<file path="config.mk">
export PLATFORM = sky130hd
export DESIGN_NAME = regfile_wb_arb
export DESIGN_NICKNAME = d
export VERILOG_FILES = /design/src/rtl/regfile_wb_arb.sv
export SDC_FILE = /design/constraint.sdc
export NUM_CORES = 1
export LEC_CHECK = 0
export BUFFER_PORTS_ARGS = -buffer_cell sky130_fd_sc_hd__clkbuf_2
export CORE_ASPECT_RATIO = 0.6
export CORE_MARGIN = 1.5
export CORE_UTILIZATION = 29
export DETAILED_ROUTE_END_ITERATION = 8
export PLACE_DENSITY_LB_ADDON = 0.12
export SYNTH_ARGS = -nofsm -noshare
export SYNTH_HDL_FRONTEND = slang
export SYNTH_SLANG_ARGS = --single-unit
</file>
<file path="constraint.sdc">
create_clock -name clk -period 4.9 [get_ports clk]
set_input_delay 1.225 -clock clk [delete_from_list [all_inputs] [get_ports clk]]
set_output_delay 1.225 -clock clk [all_outputs]
set_load 0.02 [all_outputs]
</file>
<file path="src/rtl/regfile_wb_arb.sv">
// Round-robin write-back arbiter feeding the single write port of the 32x32 register file.
// Define RF_WB_BYPASS_EN to add forwarding of the staged write onto the two read ports.
module regfile_wb_arb #(
  parameter int NREQ = 2,
  parameter int XLEN = 32
) (
  input  logic                 clk,
  input  logic                 rst,
  input  logic [NREQ-1:0]      req_valid,
  output logic [NREQ-1:0]      req_ready,
  input  logic [NREQ*5-1:0]    req_rd,
  input  logic [NREQ*XLEN-1:0] req_wdata,
  output logic                 rf_we,
  output logic [4:0]           rf_rd,
  output logic [XLEN-1:0]      rf_wdata,
  output logic [1:0]           grant_id,
  output logic [15:0]          wr_count
`ifdef RF_WB_BYPASS_EN
  ,
  input  logic [4:0]           rs1,
  input  logic [4:0]           rs2,
  input  logic [XLEN-1:0]      raw_rdata1,
  input  logic [XLEN-1:0]      raw_rdata2,
  output logic [XLEN-1:0]      rdata1,
  output logic [XLEN-1:0]      rdata2
`endif
);

  logic [1:0]      last_grant;
  logic            stage_valid;
  logic            found;
  logic [1:0]      pick;
  logic            xfer;
  logic [4:0]      pick_rd;
  logic [XLEN-1:0] pick_wdata;

  function automatic int rr_slot(input logic [1:0] base, input int k);
    int s;
    s = int'(base) + k;
    return (s >= NREQ) ? s - NREQ : s;
  endfunction

  // Search order starts one past the last winner and wraps.
  always_comb begin
    found = 1'b0;
    pick  = '0;
    for (int k = 1; k <= NREQ; k++) begin
      for (int i = 0; i < NREQ; i++) begin
        if (!found && req_valid[i] && (i == rr_slot(last_grant, k))) begin
          found = 1'b1;
          pick  = 2'(i);
        end
      end
    end
  end

  always_comb begin
    pick_rd    = '0;
    pick_wdata = '0;
    for (int i = 0; i < NREQ; i++) begin
      if (int'(pick) == i) begin
        pick_rd    = req_rd[5*i +: 5];
        pick_wdata = req_wdata[XLEN*i +: XLEN];
      end
    end
  end

  assign xfer     = found && !rst;
  assign grant_id = xfer ? pick : 2'd0;

  always_comb begin
    req_ready = '0;
    for (int i = 0; i < NREQ; i++) begin
      req_ready[i] = xfer && (int'(pick) == i);
    end
  end

  always_ff @(posedge clk) begin
    if (rst) begin
      last_grant  <= 2'(NREQ - 1);
      stage_valid <= 1'b0;
      rf_rd       <= '0;
      rf_wdata    <= '0;
      wr_count    <= '0;
    end else begin
      stage_valid <= xfer;
      if (xfer) begin
        rf_rd      <= pick_rd;
        rf_wdata   <= pick_wdata;
        last_grant <= pick;
      end
      if (rf_we) begin
        wr_count <= wr_count + 16'd1;
      end
    end
  end

  // Gating with rst drops a staged write before the file can capture it.
  assign rf_we = stage_valid && (rf_rd != 5'd0) && !rst;

`ifdef RF_WB_BYPASS_EN
  assign rdata1 = (rf_we && (rs1 == rf_rd)) ? rf_wdata : raw_rdata1;
  assign rdata2 = (rf_we && (rs2 == rf_rd)) ? rf_wdata : raw_rdata2;
`endif

endmodule

</file>
==> flow_metrics.tcl <==
set metrics [dict create \
    outcome "completed" \
    syn-instance-count 311 \
    drt-vias-per-instance 4.905 \
    seqPwrFrac_pct 47.7 \
    grt_overflow_total 0 \
    path_clk_slew_ns 0.07 \
    finClkSkew_ns 0.003839 \
    setup_viol 0 \
    hold_viol 0 \
    synth-compound-area-share_pct 17.09 \
    routed_wl_um 7504 \
    reg2reg_from "rf_rd[1]" \
    ir_worst_vdd_uv 140.9 \
    yosysTopAreaCellShare_pct 44.76 \
    crit_path_start "req_valid[0]" \
    cts_tree "done" \
    r2r_setup_slack_ns 2.97 \
    nNetsFinal 508 \
    critPathTopFamily "buffers and inverters" \
    worstSetupPathDepth 6 \
    yosys.area_share.adder_pct 0.5086 \
    end_kind "primary output" \
    place.gp.congestion 0.7486 \
    place_area_um2 3183 \
    ys_seq_elements 55 \
    drt-initial-drc-count 131 \
    worstRegToRegCells 4 \
    final_area_um2 3327 \
    critPathCapture "grant_id[0]" \
    p_leak_nw 1.557 \
    synth_xor_area_share_pct 1.068 \
    path_buf_inv 3 \
    synth_edf_count 0 \
    worst_setup_path_start_kind "input pin" \
    antenna_cells 0 \
    finalPower_w 0.001040 \
    post_cts_buffers 0 \
    clk_path_buf_depth 2 \
    rows 25 \
    start_util_pct 30.60 \
    die-area_um2 9062 \
    numCtsBuffers 5 \
    drcViolationCount 0 \
    fin_tns_setup_ns 0 \
    crit_path_top_delay_cell "buf_4" \
    muxShareOfSynthArea_pct 0.8647 \
    power_frac_clock_pct 34.2 \
    grt_setup_unrepaired "false" \
    slew_viol_final 0 \
    core_area_um2 8039 \
    p_int_w 0.0007482 \
    hold_buffers 0 \
    ctsResizeCount 0 \
    net-switching-power_w 0.0002916 \
    synth_area_um2 2460 \
    die_h_um 74.34 \
    hp-class "reg -> reg" \
    cts_sinks 55 \
    regToRegEndpoint "wr_count[10]" \
    grt_pass1_vias 2320 \
    path_cells "clkbuf_2 > nand2_1 > nand2_1 > buf_4 > nor2_1 > clkbuf_2" \
    powerDensity_nw_per_um2 312.5 \
    combPwrFrac_pct 18.1 \
    crit_type "in -> out" \
    antenna_found_initial 0 \
    synth_top_family_by_area "simple AND/OR/NAND/NOR gates" \
    worst_slack_ns 1.396 \
    max_stage_delay_ns 0.36 \
    synth-async-reset-ratio_pct 0 \
    areaGrowthSynthToFinish_pct 35.25 \
    drtPass1Iterations 4 \
    yosysTopAreaCell "dfxtp_1" \
    place_hpwl_um 5447 \
    synth-simple-area-share_pct 30.82 \
    synth.avg_cell_area_um2 7.910 \
    cts_root_buffer "clkbuf_16" \
    worstPathRequired_ns 3.67 \
    seq_area_frac_synth_pct 44.76 \
    synthFlopType "dfxtp_1" \
    grt_max_degree 43 \
    maxCapViolCount 0 \
    top_level_ports 136 \
    critPathMaxFanout 38 \
    grt_pass1_wl_um 11580 \
    worstMarginPinSlew_ns 0.7909 \
    place_ws_ns 1.350 \
    syn_nets 390 \
    vias 2634 \
    switching_share_pct 28.04 \
    hold_ws_ns 0.4867 \
    yosysWarnings 0 \
    critPathArrivalTime_ns 2.28 \
    synth_area_leaders "dfxtp_1 (45%), a311oi_1 (11%), nand2_1 (10%)" \
    drive_above_1_share_pct 35.20 \
    h-tree-depth 2 \
    port_buffers 134 \
    post_drt_wl_per_cell_um 13.97 \
    relSlewSlack_pct 47.28 \
    grtUsageTotal_pct 16.38 \
    max_freq_ghz 0.2854 \
    synth_cell_types 37 \
    clock_latency_ns 0.29 \
    drtAntennaViolNets 0 \
    period_minus_slack_ns 3.504 \
    die_w_um 121.9 \
    fin_crit_sh_pct 71.51 \
]
## flip-flops by register name, indices dropped and copies added (netlist names)
name,cells
last_grant,1
rf_rd,5
rf_wdata,32
stage_valid,1
wr_count,16
## layout make-up
cell class	count	area, um2
clock buffer	6	138.9
clock inverter	1	5.005
fill	852	4712
inverter	1	3.754
multi-input combinational	228	1242
sequential	55	1101
tap	108	135.1
timing repair buffer	138	700.7
## worst reg2reg max path, cell delays in order, from the launching register on
cell and delay (ns):
dfxtp_1 0.33, or4_4 0.57, o21ai_1 0.60, o21ai_0 0.19
a21oi_1 0.15
## power by group through the flow
stage          Clock (W)  Combinational, W  Sequential (W)
5_1_grt         0.000386          0.000208        0.000499
3_3_place_gp           0          0.000190        0.000505
3_5_place_dp           0          0.000191        0.000506
6_report        0.000355          0.000188        0.000496
2_1_floorplan          0         0.0000801        0.000536
4_1_cts         0.000369          0.000191        0.000496
## placed cells by master, fill, tap and decap left out, drive strengths merged, types with 2 or more instances in the layout
| master | count |
|---|---|
| clkbuf | 140 |
| nand2 | 66 |
| dfxtp | 55 |
| nor2 | 54 |
| a311oi | 30 |
| a21oi | 11 |
| nor4 | 8 |
| or4 | 8 |
| o31ai | 7 |
| nor3b | 7 |
| o21ai | 7 |
| nand3 | 4 |
| or3 | 4 |
| buf | 4 |
| xor2 | 3 |
| nand4 | 3 |
| and3 | 2 |
| nor2b | 2 |
| o211ai | 2 |
## routing by layer
layer / GRT usage, % / share of wire, %
met1: 23.48 / 49
met2: 23.85 / 41
met3: 5.215 / 9.1
met4: 4.052 / 0.59
met5: 0 / 0
## metrics by stage
stage | std cells | util [%]
finish | 537 | 41.39
detailed placement | 530 | 39.60
global placement | 530 | 39.60
floorplan | 311 | -
CTS | 537 | 41.39
global route | 537 | 41.39
## synthesized netlist by cell type, types with 2 or more instances
cell type  number
a21oi_1        11
a311oi_1       30
and3_1          2
buf_1           4
buf_2           3
buf_4           2
clkbuf_1       18
dfxtp_1        55
nand2_1        66
nand3_1         4
nand4_1         2
nor2_1         53
nor2b_1         2
nor3b_1         7
nor4_1          8
o211ai_1        2
o21ai_0         6
o31ai_1         7
or3_1           4
or4_1           6
xor2_1          3
## worst min path at each step
stage,cells past startpoint,end,startpoint,slack [ns]
2_1_floorplan,2,last_grant[0],last_grant[0],0.46
3_3_place_gp,2,wr_count[15],wr_count[15],0.46
3_5_place_dp,2,wr_count[15],wr_count[15],0.47
4_1_cts,2,wr_count[15],wr_count[15],0.49
5_1_grt,2,wr_count[15],wr_count[15],0.51
6_report,2,wr_count[15],wr_count[15],0.49
## cell families (layout without fill, tap and decap cells)
kind of cell / Yosys count / count (layout)
other: 1 / 1
buffers and inverters: 28 / 146
muxes: 2 / 2
adders and majority gates: 1 / 1
DFF: 55 / 55
and+or+nand+nor: 164 / 164
xor gates and xnor gates: 3 / 3
AOI/OAI and AO/OA: 57 / 57
Power figures use the tool's default switching activity.
